$ cat src/rtl/store_buffer_pkg.sv
// Shared definitions for the posted-write store buffer: FSM encodings,
// hazard compare range and the FIFO entry layout.
package store_buffer_pkg;

  localparam int DEFAULT_DEPTH = 4;

  localparam int HAZ_MSB = 11;
  localparam int HAZ_LSB = 2;

  localparam logic [2:0] S_IDLE     = 3'd0;
  localparam logic [2:0] S_ISSUE_LD = 3'd1;
  localparam logic [2:0] S_ISSUE_ST = 3'd2;
  localparam logic [2:0] S_WAIT_LD  = 3'd3;
  localparam logic [2:0] S_WAIT_ST  = 3'd4;
  localparam logic [2:0] S_LD_DONE  = 3'd5;

  typedef struct packed {
    logic [31:0] addr;
    logic [31:0] data;
    logic [3:0]  mask;
  } sb_entry_t;

endpackage

$ cat src/rtl/sb_fifo.sv
// Circular store queue with registered empty flag and a parallel
// word-address match across all valid entries for load hazard detection.
module sb_fifo
  import store_buffer_pkg::*;
#(
  parameter int DEPTH = DEFAULT_DEPTH,
  parameter int PTR_W = $clog2(DEPTH)
) (
  input  logic                   clk,
  input  logic                   rst_n,
  input  logic                   push_i,
  input  sb_entry_t              push_entry_i,
  input  logic                   pop_i,
  input  logic [HAZ_MSB:HAZ_LSB] match_field_i,
  output sb_entry_t              head_o,
  output logic [PTR_W:0]         count_o,
  output logic                   full_o,
  output logic                   empty_o,
  output logic                   match_o
);

  sb_entry_t        entries_q [DEPTH];
  logic [PTR_W-1:0] wr_ptr_q, rd_ptr_q;
  logic [PTR_W:0]   count_q, count_d;
  logic             empty_q;
  logic             do_push, do_pop;
  logic [DEPTH-1:0] valid;

  assign full_o  = (count_q == (PTR_W+1)'(DEPTH));
  assign do_push = push_i & ~full_o;
  assign do_pop  = pop_i & (count_q != '0);
  assign head_o  = entries_q[rd_ptr_q];
  assign count_o = count_q;
  assign empty_o = empty_q;

  always_comb begin
    count_d = count_q;
    case ({do_push, do_pop})
      2'b10:   count_d = count_q + (PTR_W+1)'(1);
      2'b01:   count_d = count_q - (PTR_W+1)'(1);
      default: count_d = count_q;
    endcase
  end

  // An entry is live when its distance from the read pointer is below count.
  always_comb begin
    valid   = '0;
    match_o = 1'b0;
    for (int i = 0; i < DEPTH; i++) begin
      valid[i] = ({1'b0, PTR_W'(i) - rd_ptr_q} < count_q);
      if (valid[i] && (entries_q[i].addr[HAZ_MSB:HAZ_LSB] == match_field_i))
        match_o = 1'b1;
    end
  end

  always_ff @(posedge clk) begin
    if (do_push) entries_q[wr_ptr_q] <= push_entry_i;
  end

  always_ff @(posedge clk or negedge rst_n) begin
    if (!rst_n) begin
      wr_ptr_q <= '0;
      rd_ptr_q <= '0;
      count_q  <= '0;
      empty_q  <= 1'b1;
    end else begin
      if (do_push) wr_ptr_q <= wr_ptr_q + PTR_W'(1);
      if (do_pop)  rd_ptr_q <= rd_ptr_q + PTR_W'(1);
      count_q <= count_d;
      empty_q <= (count_d == '0);
    end
  end

endmodule

$ cat src/rtl/store_buffer.sv
// Posted-write buffer between the CPU memory stage and data memory:
// queues stores, lets non-conflicting loads bypass them, drains in background.
module store_buffer
  import store_buffer_pkg::*;
#(
  parameter int DEPTH = DEFAULT_DEPTH,
  parameter int PTR_W = $clog2(DEPTH)
) (
  input  logic        clk,
  input  logic        rst_n,
  input  logic [31:0] cpu_addr,
  input  logic [31:0] cpu_write_data,
  input  logic        cpu_memwrite,
  input  logic        cpu_memread,
  input  logic [3:0]  cpu_sign_mask,
  output logic [31:0] cpu_read_data,
  output logic        cpu_stall,
  output logic [31:0] mem_addr,
  output logic [31:0] mem_write_data,
  output logic        mem_memwrite,
  output logic        mem_memread,
  output logic [3:0]  mem_sign_mask,
  input  logic [31:0] mem_read_data,
  input  logic        mem_clk_stall,
  output logic        buf_empty
);

  logic [2:0]     state_q, state_d;
  logic           hit_wait_q, hit_wait_d;
  logic           wait_first_q;
  logic [31:0]    addr_q, addr_d, wdata_q, wdata_d, rdata_q, rdata_d;
  logic [3:0]     mask_q, mask_d;
  logic           memread_q, memwrite_q;

  sb_entry_t      push_entry, head;
  logic [PTR_W:0] fifo_count;
  logic           fifo_full, fifo_empty, fifo_match;
  logic           ld_req, ld_ok, wait_done, pop;

  assign push_entry = '{addr: cpu_addr, data: cpu_write_data, mask: cpu_sign_mask};

  sb_fifo #(.DEPTH(DEPTH), .PTR_W(PTR_W)) u_fifo (
    .clk           (clk),
    .rst_n         (rst_n),
    .push_i        (cpu_memwrite),
    .push_entry_i  (push_entry),
    .pop_i         (pop),
    .match_field_i (cpu_addr[HAZ_MSB:HAZ_LSB]),
    .head_o        (head),
    .count_o       (fifo_count),
    .full_o        (fifo_full),
    .empty_o       (fifo_empty),
    .match_o       (fifo_match)
  );

  // A load that once hit a queued word keeps waiting until the queue is empty.
  assign ld_req    = cpu_memread & ~cpu_memwrite;
  assign ld_ok     = ld_req & (hit_wait_q ? fifo_empty : ~fifo_match);
  assign wait_done = ~wait_first_q & ~mem_clk_stall;
  assign pop       = (state_q == S_WAIT_ST) & wait_done;

  assign cpu_stall = (cpu_memwrite & fifo_full) | (cpu_memread & (state_q != S_LD_DONE));

  assign cpu_read_data  = rdata_q;
  assign mem_addr       = addr_q;
  assign mem_write_data = wdata_q;
  assign mem_sign_mask  = mask_q;
  assign mem_memread    = memread_q;
  assign mem_memwrite   = memwrite_q;
  assign buf_empty      = fifo_empty;

  always_comb begin
    state_d    = state_q;
    hit_wait_d = hit_wait_q & ld_req;
    addr_d     = addr_q;
    wdata_d    = wdata_q;
    mask_d     = mask_q;
    rdata_d    = rdata_q;
    case (state_q)
      S_IDLE: begin
        if (ld_ok) begin
          state_d    = S_ISSUE_LD;
          hit_wait_d = 1'b0;
          addr_d     = cpu_addr;
          wdata_d    = '0;
          mask_d     = cpu_sign_mask;
        end else begin
          if (ld_req && fifo_match) hit_wait_d = 1'b1;
          if (fifo_count != '0) begin
            state_d = S_ISSUE_ST;
            addr_d  = head.addr;
            wdata_d = head.data;
            mask_d  = head.mask;
          end
        end
      end
      S_ISSUE_LD: state_d = S_WAIT_LD;
      S_ISSUE_ST: state_d = S_WAIT_ST;
      S_WAIT_LD: begin
        if (wait_done) begin
          state_d = S_LD_DONE;
          rdata_d = mem_read_data;
        end
      end
      S_WAIT_ST: if (wait_done) state_d = S_IDLE;
      S_LD_DONE: state_d = S_IDLE;
      default:   state_d = S_IDLE;
    endcase
  end

  always_ff @(posedge clk or negedge rst_n) begin
    if (!rst_n) begin
      state_q      <= S_IDLE;
      hit_wait_q   <= 1'b0;
      wait_first_q <= 1'b0;
      addr_q       <= '0;
      wdata_q      <= '0;
      mask_q       <= '0;
      rdata_q      <= '0;
      memread_q    <= 1'b0;
      memwrite_q   <= 1'b0;
    end else begin
      state_q      <= state_d;
      hit_wait_q   <= hit_wait_d;
      wait_first_q <= (state_q == S_ISSUE_LD) || (state_q == S_ISSUE_ST);
      addr_q       <= addr_d;
      wdata_q      <= wdata_d;
      mask_q       <= mask_d;
      rdata_q      <= rdata_d;
      memread_q    <= (state_d == S_ISSUE_LD);
      memwrite_q   <= (state_d == S_ISSUE_ST);
    end
  end

endmodule

$ cat config.mk
export PLATFORM = sky130hd
export DESIGN_NAME = store_buffer
export DESIGN_NICKNAME = d
export VERILOG_FILES = /design/src/rtl/store_buffer_pkg.sv /design/src/rtl/sb_fifo.sv /design/src/rtl/store_buffer.sv
export SDC_FILE = /design/constraint.sdc
export NUM_CORES = 1
export LEC_CHECK = 0
export ABC_AREA = 1
export BUFFER_PORTS_ARGS = -buffer_cell sky130_fd_sc_hd__buf_2
export CORE_MARGIN = 3
export CORE_UTILIZATION = 55
export DETAILED_ROUTE_END_ITERATION = 12
export PLACE_DENSITY = 0.85
export SYNTH_ARGS = -nofsm -noshare
export SYNTH_HDL_FRONTEND = slang
export SYNTH_SLANG_ARGS = --single-unit
$ cat constraint.sdc
create_clock -name clk -period 7.8 [get_ports clk]
set_input_delay 1.56 -clock clk [delete_from_list [all_inputs] [get_ports clk]]
set_output_delay 1.56 -clock clk [all_outputs]
set_load 0.02 [all_outputs]
==> impl_metrics.yaml <==
placed_design:
  gpl.final_weighted_congestion: 0.861
  place.detailed.instances: 1759
  hpwl_mm: 22.1
  number_of_port_buffers: 208
  dp_worst_setup_slack_ns: 3.18
  detailed_place.area_mm2: 0.0168
synth:
  synthesis.area_mm2: 0.0155
  proportion_of_netlist_area_held_by_the_largest_area_contributor: 0.528
  netlist-cell-type-count: 36
  post_synth_simple_gate_area: 0.136
  yosys_warnings: 0
  synthTopCellsByArea: "sky130_fd_sc_hd__edfxtp_1, sky130_fd_sc_hd__dfrtp_1, sky130_fd_sc_hd__nand2_1, sky130_fd_sc_hd__nand3_1, sky130_fd_sc_hd__mux2_2"
  muxShareOfSynthArea: 0.0233
  netlist.top_cell.by_area: "sky130_fd_sc_hd__edfxtp_1"
  ys_ff_latch: 387
  post_synthesis_area_per_instance_um2: 12.6
  postSynthCellCount: 1229
  yosys.area_share.adder: 0.00857
  postSynthNetCount: 1344
  synth_compound_gate_area_share: 0.0740
  synth.most_common_cell: "sky130_fd_sc_hd__nand2_1"
  yosys.area_share.xor_xnor: 0.00792
  synth_edf_count: 272
  synth.yosys.seq_area_share: 0.714
  ys.flop_type: "sky130_fd_sc_hd__edfxtp_1"
  synthArstFlopShare: 0.297
  synthTopCellsByCount: "sky130_fd_sc_hd__nand2_1, sky130_fd_sc_hd__edfxtp_1, sky130_fd_sc_hd__nand3_1, sky130_fd_sc_hd__dfrtp_1, sky130_fd_sc_hd__inv_1"
  dominant_combinational_cell_family_by_area_after_synthesis: "simple AND/OR/NAND/NOR gates"
min_path:
  hold_path_depth: 1
  min-delay-start: "cpu_read_data[1]$_DFFE_PN0P_"
  timing.hold.worst_endpoint: "cpu_read_data[1]$_DFFE_PN0P_"
  timing.hold.worst.class: "register to register"
floorplan:
  die_w_um: 174
  floorplan.initialDensity: 0.566
  die_area_mm2: 0.0302
  rows: 60
  ioPinCount: 209
  dieHeight_um: 174
  core_area_mm2: 0.0273
clocking:
  post_cts_hold_buffer_count: 0
  clock-sinks: 387
  post-cts-setup-buffer-count: 0
  cts_inserted_buffers: 39
  clk_pin_slew_worst_paths_ns: 0.06
  htree_num_levels: 2
  post_cts.resized_instances: 0
  worst_skew_pair.late_latency_ns: 0.53
  tritoncts: "built"
  cts_root_buf: "sky130_fd_sc_hd__clkbuf_16"
  cts_buffer_depth: 3
setup_path:
  cp.required_ns: 8.24
  critical-path-top-cell-by-count: "sky130_fd_sc_hd__nand2_1"
  r2r-start: "u_fifo.rd_ptr_q[1]$_DFFE_PN0P_"
  path_cells: "buf_2, inv_2, nand2_1, nand2_1, nor2_1, nand3_1, nor2_1, nor2_1, nand3_2, nand2_4, nand3_4, nand2_4, nand2_1, nand2_1"
  critical_path_class: "primary input to register"
  crit_path_max_fanout: 71
  worst-r2r-setup-slack_ns: 3.74
  rr_worst_depth: 17
  timing.critical_path.slowest_stage_cell: "sky130_fd_sc_hd__nand3_4"
  startpoint_type: "primary input"
  worstPathArrival_ns: 4.60
  timing.critical_path.slowest_cell_delay_ns: 0.83
  critical_path.endpoint_type: "register"
  worstReg2RegEnd: "mem_addr[10]$_DFFE_PN0P_"
global_routing:
  global_route_wire_length_before_repair_mm: 58.7
  gr-total-overflow: 0
  grt_util_met2: 0.418
  first_global_vias: 10800
  grt_most_used_layer: "met2"
  use_met3: 0.0591
  grt_max_degree: 72
  grt_use_met1: 0.319
  grt_antenna_before_repair: 8
  grt_usage: 0.248
timing:
  timing.fmax_ghz: 0.241
  timing.final.ws_setup_ns: 3.64
  final_min_period_over_clock_period: 0.533
  timing.final.max_slew_violations: 0
  report.final.hold_viol_count: 0
  setup_viol_count_final: 0
  unrepaired_setup_endpoints_after_global_routing: "false"
  fin_crit_ns: 4.16
  worst_slew_margin_rel: 0.153
  timing.clock.skew_ns: 0.0234
  finalSetupTns_ns: 0
  tightest_slew_ns: 1.27
drt:
  initialDrtViolationCount: 1118
  route.detailed.drc: 0
  drt_pass1_iterations: 5
  drt_wl_total_mm: 38.0
  drtAntennaViolNets: 0
  dr_total_vias: 10600
  routedWlPerCell_um: 20.7
  drt_via_density: 5.77
job:
  max_cap_viol_count: 0
power:
  power_density_mw_per_mm2: 408
  power.ir.vdd_worst_mv: 0.291
  power.leakage_nw: 7.71
final_layout:
  nNetsFinal: 1543
  fill_cells: 1980
  final_layout_size_suffix_gt1_frac: 0.232
  area_growth_pct: 17.5
  layout.core_utilization: 0.665
  finalInstanceArea_mm2: 0.0182
  number_of_standard_cells_in_the_layout_taps_in_and_fillers_out: 1831
status:
  outcome: "finished clean"
## flip-flops by register name, indices dropped and copies added (netlist names), 3 cells and up
name              cells
u_fifo.entries_q    272
cpu_read_data        32
mem_write_data       32
u_fifo.count_o        3
mem_sign_mask         4
state_q               3
mem_addr             32
## power breakdown
group          internal, mW  switching, mW  total, mW  leakage, nW
clock network          1.18          0.752       1.93        0.658
logic                 0.766           1.66       2.43         3.12
registers              2.79          0.269       3.06         3.94
total                  4.73           2.68       7.42         7.71
## kinds of logic (layout without fill, tap and decap cells)
family,count (synthesis),in the layout
and+or+nand+nor,496,496
DFF,387,387
AOI/OAI and AO/OA,158,158
buffers and inverters,132,360
muxes,32,32
xor gates and xnor gates,14,14
adders and majority gates,10,10
other,0,2
## routing by layer
metal | wire length [um] | part of all wire | up-vias
met3 | 3890 | 0.10 | 70
met4 | 806 | 0.021 | 12
li1 | - | - | 4777
met5 | 59 | 0.0016 | -
met2 | 18800 | 0.49 | 611
met1 | 14500 | 0.38 | 5090
## metrics by stage
stage | power [mW] | hold WS (ns)
after detailed placement | 5.50 | 0.487
after CTS | 7.44 | 0.500
after global placement | 5.39 | 0.481
after floorplan | 4.68 | 0.478
after global routing | 7.80 | 0.521
final | 7.42 | 0.498
## critical path, delay by kind of cell
family	cells	cell delay (ns)
buffers and inverters	2	0.25
and+or+nand+nor	12	2.73
## worst max path at each step
stage,startpoint,endpoint,slack [ns],cells after the start
floorplan,cpu_memwrite,u_fifo.entries_q[0][0]$_DFFE_PP_,2.72,2
global placement,cpu_addr[2],mem_addr[5]$_DFFE_PN0P_,3.31,14
detailed placement,cpu_addr[2],mem_addr[4]$_DFFE_PN0P_,3.18,14
CTS,cpu_addr[2],mem_addr[10]$_DFFE_PN0P_,3.71,14
global route,cpu_addr[2],mem_addr[10]$_DFFE_PN0P_,3.35,14
finish,cpu_addr[4],mem_addr[10]$_DFFE_PN0P_,3.64,14
## placed cells by master (no fill, tap or decap), types with 32 or more instances in the layout
| master | instances |
|---|---|
| sky130_fd_sc_hd__nand2_1 | 304 |
| sky130_fd_sc_hd__edfxtp_1 | 272 |
| sky130_fd_sc_hd__buf_2 | 207 |
| sky130_fd_sc_hd__nand3_1 | 140 |
| sky130_fd_sc_hd__dfrtp_1 | 114 |
| sky130_fd_sc_hd__inv_1 | 60 |
| sky130_fd_sc_hd__clkbuf_16 | 41 |
| sky130_fd_sc_hd__o21ai_1 | 33 |
| sky130_fd_sc_hd__a22o_1 | 32 |
| sky130_fd_sc_hd__a221oi_1 | 32 |
| sky130_fd_sc_hd__mux2_2 | 32 |
## area by class of cell
type / count / area [um2] / share of cell area
clock buffers: 54 / 1120 / 0.0619
diodes: 2 / 5.00 / 0.000275
repair buffers: 220 / 1130 / 0.0624
clock inverters: 16 / 218 / 0.0120
well taps: 372 / 465 / 0.0256
multi-input cells: 710 / 3920 / 0.216
flip-flops and latches: 387 / 11000 / 0.608
inverters: 70 / 263 / 0.0145
No activity file was read; power rests on OpenSTA's default activity.
